### src/rtl/dff_pipe_if.sv
// Handshake bundle for dff_pipe: producer side (in_*), consumer side (out_*)
// and the occupancy count reported by the pipe.
interface dff_pipe_if #(
    parameter int WIDTH = 1,
    parameter int DEPTH = 2
);
    localparam int CW = $clog2(DEPTH + 1);

    logic [WIDTH-1:0] in_data;
    logic             in_valid;
    logic             in_ready;
    logic [WIDTH-1:0] out_data;
    logic             out_valid;
    logic             out_ready;
    logic [CW-1:0]    count;

    modport master (
        output in_data,
        output in_valid,
        input  in_ready,
        input  out_data,
        input  out_valid,
        output out_ready,
        input  count
    );

    modport slave (
        input  in_data,
        input  in_valid,
        output in_ready,
        output out_data,
        output out_valid,
        input  out_ready,
        output count
    );
endinterface

### src/rtl/dff_pipe.sv
// Multi-stage valid/ready register pipeline with collapsing bubbles,
// synchronous flush and a registered occupancy count.
module dff_pipe #(
    parameter int WIDTH = 1,
    parameter int DEPTH = 2
) (
    input  logic       clk,
    input  logic       rst_n,
    input  logic       flush,
    dff_pipe_if.slave  pipe
);
    localparam int CW = $clog2(DEPTH + 1);

    logic [WIDTH-1:0] data [DEPTH];
    logic [DEPTH-1:0] v;
    logic [DEPTH-1:0] adv;
    logic [CW-1:0]    count_q;
    logic             in_fire;
    logic             out_fire;

    // A stage advances when it is valid and the next stage is empty or advancing itself.
    always_comb begin
        adv = '0;
        adv[DEPTH-1] = v[DEPTH-1] & pipe.out_ready;
        for (int k = DEPTH - 2; k >= 0; k--) begin
            adv[k] = v[k] & (~v[k+1] | adv[k+1]);
        end
    end

    assign pipe.in_ready  = ~flush & (~v[0] | adv[0]);
    assign pipe.out_valid = v[DEPTH-1] & ~flush;
    assign pipe.out_data  = data[DEPTH-1];
    assign pipe.count     = count_q;

    assign in_fire  = pipe.in_valid & pipe.in_ready;
    assign out_fire = pipe.out_valid & pipe.out_ready;

    always_ff @(posedge clk) begin
        if (!rst_n) begin
            v       <= '0;
            count_q <= '0;
            for (int k = 0; k < DEPTH; k++) begin
                data[k] <= '0;
            end
        end else if (flush) begin
            v       <= '0;
            count_q <= '0;
        end else begin
            for (int k = 1; k < DEPTH; k++) begin
                if (adv[k-1]) begin
                    data[k] <= data[k-1];
                    v[k]    <= 1'b1;
                end else if (adv[k]) begin
                    v[k] <= 1'b0;
                end
            end

            if (in_fire) begin
                data[0] <= pipe.in_data;
                v[0]    <= 1'b1;
            end else if (adv[0]) begin
                v[0] <= 1'b0;
            end

            case ({in_fire, out_fire})
                2'b10:   count_q <= count_q + 1'b1;
                2'b01:   count_q <= count_q - 1'b1;
                default: count_q <= count_q;
            endcase
        end
    end
endmodule

### src/flat_wrapper.sv
// flat-port wrapper written by rule: the top's interface ports become plain ports
module dff_pipe_flat 
#(
    parameter int WIDTH = 1,
    parameter int DEPTH = 2
)
  (clk, rst_n, flush, pipe_in_data, pipe_in_valid, pipe_in_ready, pipe_out_data, pipe_out_valid, pipe_out_ready, pipe_count);
  dff_pipe_if #(.WIDTH(WIDTH), .DEPTH(DEPTH)) pipe_i ();
  input  logic clk;
  input  logic rst_n;
  input  logic flush;
  input wire logic [$bits(pipe_i.in_data)-1:0] pipe_in_data;
  input wire logic [$bits(pipe_i.in_valid)-1:0] pipe_in_valid;
  output wire logic [$bits(pipe_i.in_ready)-1:0] pipe_in_ready;
  output wire logic [$bits(pipe_i.out_data)-1:0] pipe_out_data;
  output wire logic [$bits(pipe_i.out_valid)-1:0] pipe_out_valid;
  input wire logic [$bits(pipe_i.out_ready)-1:0] pipe_out_ready;
  output wire logic [$bits(pipe_i.count)-1:0] pipe_count;
  assign pipe_i.in_data = pipe_in_data;
  assign pipe_i.in_valid = pipe_in_valid;
  assign pipe_in_ready = pipe_i.in_ready;
  assign pipe_out_data = pipe_i.out_data;
  assign pipe_out_valid = pipe_i.out_valid;
  assign pipe_i.out_ready = pipe_out_ready;
  assign pipe_count = pipe_i.count;
  dff_pipe #(.WIDTH(WIDTH), .DEPTH(DEPTH)) u_core (.clk(clk), .rst_n(rst_n), .flush(flush), .pipe(pipe_i));
endmodule
### config.mk
export PLATFORM = sky130hd
export DESIGN_NAME = dff_pipe_flat
export DESIGN_NICKNAME = d
export VERILOG_FILES = /design/src/rtl/dff_pipe_if.sv /design/src/rtl/dff_pipe.sv /design/src/flat_wrapper.sv
export SDC_FILE = /design/constraint.sdc
export NUM_CORES = 1
export LEC_CHECK = 0
export CAP_MARGIN = 20
export CORE_AREA = 2 2 39 41
export DETAILED_ROUTE_END_ITERATION = 8
export DIE_AREA = 0 0 41 43
export PLACE_DENSITY = 0.55
export SYNTH_ARGS = -nofsm -noshare
export SYNTH_HDL_FRONTEND = slang
export SYNTH_SLANG_ARGS = --single-unit
### constraint.sdc
create_clock -name clk -period 1.6 [get_ports clk]
set_input_delay 0.16 -clock clk [delete_from_list [all_inputs] [get_ports clk]]
set_output_delay 0.16 -clock clk [all_outputs]
set_load 0.01 [all_outputs]
Yosys cells after proc, flatten, opt, wreduce, memory -nomap -nowiden
Memories as Yosys holds them, arrays and structs flattened.
Cells that the tools add are included.
{ "word_totals": {"register_bits": 4, "ram_bits": 2, "inputBits": 6, "output_inout_bits": 5, "word_cells": 42, "mem_count": 1} }
{ "classes": {"n_addsub": 2, "n_eq_ne": 2, "mux": 16, "n_bitwise": 14, "reduce_logical": 4} }
{ "mem_list": {"columns": ["name", "words", "width", "rd", "rd_ports_with_merged_regs", "wr", "line", "source"], "rows": [
  ["u_core.data", 2, 1, 2, 0, 2, "dff_pipe.sv:14", "logic [WIDTH-1:0] data [DEPTH];"]
]} }
{ "op_table": {"columns": ["op", "count"], "rows": [
  ["2-to-1 mux 1 bit", 15],
  ["AND 1 bit", 6],
  ["nonzero test 2 bit", 3],
  ["inverter 1 bit", 4],
  ["bitwise OR 1 bit", 4],
  ["case mux 2 bit (2 select lines)", 1],
  ["adder 2 x 1 -> 2 bit (second input constant)", 1],
  ["== test 2 x 1 -> 1 bit (second input constant)", 1],
  ["== test 2 bit (second input constant)", 1],
  ["OR reduction 2 bit", 1],
  ["subtractor 2 x 1 -> 2 bit (second input constant)", 1]
]} }

Depth between registers and ports, before layout
{ "logic_depth": {"ltp_word": 11, "depth_mapped": 6, "depth_no_buf": 6} }

Worst setup path before layout
Ideal clock, no wire load.
{ "synth_timing": {"path_kind": "reg-to-reg", "start": "reg u_core.v[0]", "end": "reg u_core.count_q[1], in the netlist u_core.pipe.count[1]", "setup_ns": 0.070, "arrival_ns": 1.473, "t_required_ns": 1.530, "slack_ns": 0.057, "path_stages_with_launch": 6, "path_buffers": 0, "period_less_slack_ns": 1.543, "cell_sequence": "dfxtp_1 and3b_1 nand3b_1 ha_1 or3_1 a21oi_1"} }
{ "synth_between": {"elab_chain_len": 6, "elab_cells_between_ends": 9, "classes_between": "eq/ne: 2; mux: 1; bitwise: 5; reduce/logical: 1"} }
{ "synth_rtl": {"columns": ["item", "line", "source"], "rows": [
  ["from (decl)", "dff_pipe.sv:15", "logic [DEPTH-1:0] v;"],
  ["from (signal assigned)", "dff_pipe.sv:40", "v <= '0;"],
  ["from (signal assigned)", "dff_pipe.sv:46", "v <= '0;"],
  ["from (signal, indexed assignment)", "dff_pipe.sv:52", "v[k] <= 1'b1;"],
  ["AND 1 bit / inverter 1 bit (equally long branches)", "dff_pipe.sv:26, dff_pipe.sv:30", null],
  ["bitwise OR 1 bit *", "dff_pipe.sv:30", "assign pipe.in_ready = ~flush & (~v[0] | adv[0]);"],
  ["AND 1 bit *", "dff_pipe.sv:30", null],
  ["AND 1 bit *", "dff_pipe.sv:35", "assign in_fire = pipe.in_valid & pipe.in_ready;"],
  ["== test 2 x 1 -> 1 bit / == test 2 bit (equally long branches)", "dff_pipe.sv:65", "case ({in_fire, out_fire})"],
  ["case mux 2 bit (2 select lines) / nonzero test 2 bit (equally long branches)", null, null],
  ["to (signal assigned)", "dff_pipe.sv:66", "2'b10: count_q <= count_q + 1'b1;"],
  ["to (signal assigned)", "dff_pipe.sv:67", "2'b01: count_q <= count_q - 1'b1;"],
  ["to (signal assigned)", "dff_pipe.sv:68", "default: count_q <= count_q;"],
  ["to (decl)", "dff_pipe.sv:17", "logic [CW-1:0] count_q;"]
]} }
Mark *: on every way between the ends. The rest lies on a longest branch, timed or not.
A chain may end at the register's enable or synchronous reset.

Worst setup path after layout
{ "layout_timing": {"start": "reg u_core.v[1]", "end": "out pipe_out_valid"} }
{ "layout_between": {"elab_chain_len": 1} }
{ "layout_rtl": {"columns": ["item", "line", "source"], "rows": [
  ["AND 1 bit", "dff_pipe.sv:31", "assign pipe.out_valid = v[DEPTH-1] & ~flush;"],
  ["to (decl)", "flat_wrapper.sv:16", "output wire logic [$bits(pipe_i.out_valid)-1:0] pipe_out_valid;"]
]} }
Every way passes these cells.

==> metrics.cfg <==
[sta]
setup_violations = 0
fin_worst_skew_ns = 0.00767
max_freq_ghz = 0.657
setup-tns-final_ns = 0
fin_crit_sh = 0.951
worst_pin_slew_ns = 0.184
fin_ws_ns = 0.0777
finalCriticalPeriod_ns = 1.52
finalHoldViolations = 0
rsz0062_at_grt = false
max_slew_margin = 0.876
report.final.slew_viol_count = 0

[detailed_routing]
drc = 0
totalWireLength_um = 614
drt_pass1_iterations = 1
detail-route-antenna-nets = 0
dr_total_vias = 270
first_iter_violations = 0
vias_per_cell = 3.97
routedWlPerCell_um = 9.03

[floorplan]
start_util = 0.208
core_area_um2 = 1380
die_width_um = 41
boundaryPins = 11
die-area_um2 = 1760
rows = 14
die_y_um = 43

[hold_path]
hp-start = pipe_out_ready
whs_path_depth = 4
hold_class = primary input to register
worstHoldEndpoint = u_core.v[1]

[global_routing]
overflow = 0
grt.total_usage = 0.0865
antenna_found_initial = 0
grt_pass1_wl_um = 952
grt_max_degree = 5
first_global_vias = 257

[clock_network]
clockBufferDepth = 2
cts_buffers = 3
cts_num_sinks = 6
clk_transition_reported_paths_ns = 0.06
cts_tree = done
insertion_delay_ns = 0.26
cts-htree-levels = 1
root_buffer = clkbuf_4
ctsHoldBuffers = 0

[finish]
final_area_um2 = 484
fin_util = 0.350
drive_gt1_frac = 0.212
insertedDiodeCount = 0
syn_to_final_growth_pct = 68.3
final_nets = 60

[setup_path]
cp_max_fo = 3
rr_worst_depth = 5
crit_type = register to output port
arrival_ns = 1.36
cp-start-kind = register
r2r_start = u_core.v[1]
r2r_setup_slack_ns = 0.11
end_kind = output port
critPathRequiredTime_ns = 1.44
rr_endpoint = u_core.pipe.count[1]

[job]
drv_cap = 0

[outcome]
status = finished clean

[synthesis]
synthArstFlopShare = 0
syn_area_um2 = 288
yosysSeqAreaShare = 0.487
synth_edf_count = 2
yosysUniqueCellTypes = 17
ys_ff_latch = 6
synth_area_leaders = dfxtp_1 (28%), edfxtp_1 (21%), nor2_1 (9.1%), and2_1 (6.5%), ha_1 (4.3%)
syn_avg_cell_area_um2 = 8.99
synthFlopType = dfxtp_1
yosys_warnings = 0
yosysTopAreaCellShare = 0.278
synth_top_cells_by_count = nor2_1 (7), dfxtp_1 (4), and2_1 (3)
synthCells = 32
synth_most_common_cell = nor2_1
synth_fp_nets = 39
synth_area_leader_cell = dfxtp_1

[pwr]
netSwitchingPower_uw = 91.3
power.density_nw_per_um2 = 785
p_seq_frac = 0.438
swShare = 0.240
cellLeakagePower_nw = 0.208
ir_worst_vdd_uv = 219
p_int_uw = 289
clkPwrFrac = 0.433
power_frac_comb = 0.130
p_total_uw = 380

[place]
dp_hpwl_um = 470
gp_congestion = 0.686
place_area_um2 = 445
portBuffers = 10
pre_cts_ws_ns = -0.315

==> registers in the layout, indices dropped and copies added (netlist names) <==
signal,cells
u_core.data,2
u_core.v,2
u_core.pipe.count,2
==> kinds of logic (layout without fill, tap and decap cells) <==
family / after synthesis / after routing / share of synthesized area
compound gates: 3 / 3 / 0.0522
xor+xnor: 2 / 2 / 0.0609
fa+ha+maj: 1 / 1 / 0.0435
buf+inv: 1 / 21 / 0.0130
flops: 6 / 6 / 0.487
simple gates: 19 / 19 / 0.344
==> layer usage <==
layer | track usage | up-vias | wire length, µm
li1 | - | 146 | -
met1 | 0.0906 | 115 | 284
met2 | 0.116 | 7 | 275
met3 | 0.0471 | 2 | 39
met4 | 0.0800 | 0 | 16
met5 | 0 | - | 0
==> cells in the final DEF, fill, tap and decap left out <==
cell,n
nand2_1,2
edfxtp_1,2
nor2b_1,1
dlymetal6s2s_1,1
nor2b_2,1
dfxtp_1,4
clkbuf_4,3
o21ai_0,2
nand2b_1,1
nor2_1,7
nand3b_1,1
xnor2_1,1
a21oi_1,1
xor2_1,1
clkdlybuf4s50_1,7
or3_1,1
and2_1,3
and3b_1,1
dlygate4sd2_1,2
clkbuf_1,1
buf_4,6
nor3_1,1
inv_1,1
ha_2,1
==> through the flow <==
stage / hold WS [ns] / cells
2_1_floorplan: 0.281 / 32
3_3_place_gp: 0.471 / 63
3_5_place_dp: 0.480 / 63
4_1_cts: 0.354 / 68
5_1_grt: 0.407 / 68
6_report: 0.363 / 68
==> power by group through the flow <==
stage          Sequential, mW  Combinational [mW]  Clock (mW)
6_report                0.166              0.0493       0.165
5_1_grt                 0.167              0.0548       0.178
4_1_cts                 0.167              0.0494       0.173
3_5_place_dp            0.170              0.0493           0
3_3_place_gp            0.170              0.0493           0
2_1_floorplan           0.170              0.0165           0
==> critical path, stage by stage (launching register included) <==
cell             delay (ns)
dfxtp_1                0.33
nor2b_2                0.15
buf_4                  0.11
clkdlybuf4s50_1        0.52
==> cell type report <==
| type | instances | area [µm²] |
|---|---|---|
| clock buffers | 4 | 26.3 |
| inverters | 1 | 3.75 |
| fillers | 157 | 900 |
| multi-input cells | 25 | 149 |
| flip-flops and latches | 6 | 140 |
| well taps | 16 | 20.0 |
| repair buffers | 16 | 145 |
==> timing repair <==
item                       CTS  global route
pin swaps                    1             3
buffers inserted             1             0
gates resized for setup      2             3
setup endpoints to repair    2             2
==> how the worst max path moves through the flow <==
| stage | start | endpoint | slack (ns) | cells after the start |
|---|---|---|---|---|
| final | u_core.v[1] | pipe_out_valid | 0.08 | 3 |
| after global routing | u_core.v[1] | u_core.pipe.count[1] | 0.007 | 6 |
| after CTS | flush | pipe_out_valid | 0.02 | 4 |
| after detailed placement | pipe_out_ready | u_core.pipe.count[1] | -0.31 | 6 |
| after global placement | pipe_out_ready | u_core.pipe.count[1] | -0.29 | 6 |
| after floorplan | u_core.v[0] | u_core.pipe.count[1] | 0.06 | 5 |
Note: power is estimated with default switching activity, not from simulation.
==> RTL change, RTL diff (same settings) <==
`DEPTH` is set to 2 in 3 places; all go to 4.
--- a/src/rtl/dff_pipe_if.sv
+++ b/src/rtl/dff_pipe_if.sv
@@ -4,3 +4,3 @@
     parameter int WIDTH = 1,
-    parameter int DEPTH = 2
+    parameter int DEPTH = 4
 );
--- a/src/rtl/dff_pipe.sv
+++ b/src/rtl/dff_pipe.sv
@@ -4,3 +4,3 @@
     parameter int WIDTH = 1,
-    parameter int DEPTH = 2
+    parameter int DEPTH = 4
 ) (
--- a/src/flat_wrapper.sv
+++ b/src/flat_wrapper.sv
@@ -4,3 +4,3 @@
     parameter int WIDTH = 1,
-    parameter int DEPTH = 2
+    parameter int DEPTH = 4
 )
Ports: changed (resized pipe_count); port bits go from 11 to 12. The function was not compared with the original's and may differ.
==> RTL change against the original RTL <==
The flow now finishes with violations (setup timing); maximum frequency down 20%; sequential cell count up 5; sequential power up 72%; largest power group unchanged; critical endpoint is now u_core.pipe.count[2]; power up 42%; design area up 69%; synthesized area up 78%; clock skew down 0.0044 ns; wire length up 73%; worst setup slack worse by 0.38 ns.
==> RTL change: results <==
{
  "nets": 96,
  "grt_start_max_net_pins": 7,
  "grt_usage": 0.159,
  "wl_per_cell_um": 10.3,
  "setup_viol": 2,
  "crit_family": "simple AND/OR/NAND/NOR gates",
  "dp.cells": 97,
  "drtPass1Iterations": 5,
  "p_clk_uw": 191,
  "max-slew-margin-rel": 0.827,
  "grt_pass1_wl_um": 1870,
  "postPlaceCellArea_sq_um": 739,
  "p_per_area_mw_per_mm2": 661,
  "drive_gt1_frac": 0.379,
  "yosys-top-cells-area": "dfxtp_1 39%, a21oi_1 7.8%, edfxtp_1 5.9%, inv_1 5.9%, nor2_1 5.9%",
  "peakVddDrop_uv": 422,
  "postSynthAreaPerCell_sq_um": 8.67,
  "fin_cells": 103,
  "slowest_stage": "or3_4",
  "min_period_ns": 1.90,
  "seq_area_frac_synth": 0.450,
  "hold_slack_ns": 0.419,
  "place_ws_ns": -0.617,
  "r2r_start": "u_core.v[3]",
  "violations": "setup timing",
  "setup_slack_ns": -0.302,
  "synth-edff-count": 1,
  "cp_max_fo": 4,
  "status": "finished, violations left",
  "p_leak_nw": 0.327,
  "combinationalPowerShare": 0.118,
  "n_fill_cell": 123,
  "synth.net_count": 67,
  "synthTopCellsByCount": "10 x dfxtp_1, 8 x a21oi_1, 8 x inv_1, 8 x nor2_1",
  "clock-skew-final_ns": 0.00330,
  "gp_congestion": 0.722,
  "vias": 484,
  "grt_pass1_vias": 465
}
RTL change: how the worst max path moves through the flow:
stage	from	to	cells after the start
floorplan	u_core.v[2]	u_core.pipe.count[2]	9
global placement	pipe_out_ready	u_core.pipe.count[2]	10
detailed placement	pipe_out_ready	u_core.pipe.count[2]	10
CTS	u_core.v[3]	u_core.pipe.count[2]	9
global route	u_core.v[3]	u_core.pipe.count[2]	9
finish	u_core.v[3]	u_core.pipe.count[2]	9
RTL change: what timing repair did:
action | 4_1_cts | 5_1_grt
setup buffers | 2 | 0
gates resized for setup | 3 | 9
endpoints found under the setup margin | 4 | 3
hold buffers | 0 | 0
pin swaps | 3 | 3
RTL change: routing by layer:
| layer | global-route usage | vias to the layer above | part of all wire | wire length [um] |
|---|---|---|---|---|
| met2 | 0.225 | 16 | 0.43 | 456 |
| met3 | 0.0314 | 2 | 0.061 | 65 |
| met1 | 0.212 | 216 | 0.49 | 522 |
| met5 | 0 | - | 0 | 0 |
| met4 | 0.100 | 0 | 0.017 | 18 |
| li1 | - | 250 | - | - |
RTL change: cell families (layout without fill, tap and decap cells):
kind of cell / after synthesis / count (layout) / synth area share
XOR/XNOR: 2 / 2 / 0.0342
multiplexers: 1 / 1 / 0.0196
AND/OR/NAND/NOR: 23 / 23 / 0.249
buffers and inverters: 8 / 36 / 0.0587
adder cells (fa/ha/maj): 2 / 2 / 0.0636
AO/OA/AOI/OAI: 12 / 12 / 0.125
flip-flops: 11 / 11 / 0.450
RTL change: final cells by class:
cell class,instances,area [sq um],share of cell area
clock buffer,4,26.3,0.0322
inverter,8,30.0,0.0368
multi-input combinational,40,300,0.368
sequential,11,234,0.286
tap,16,20.0,0.0245
timing repair buffer,24,206,0.253
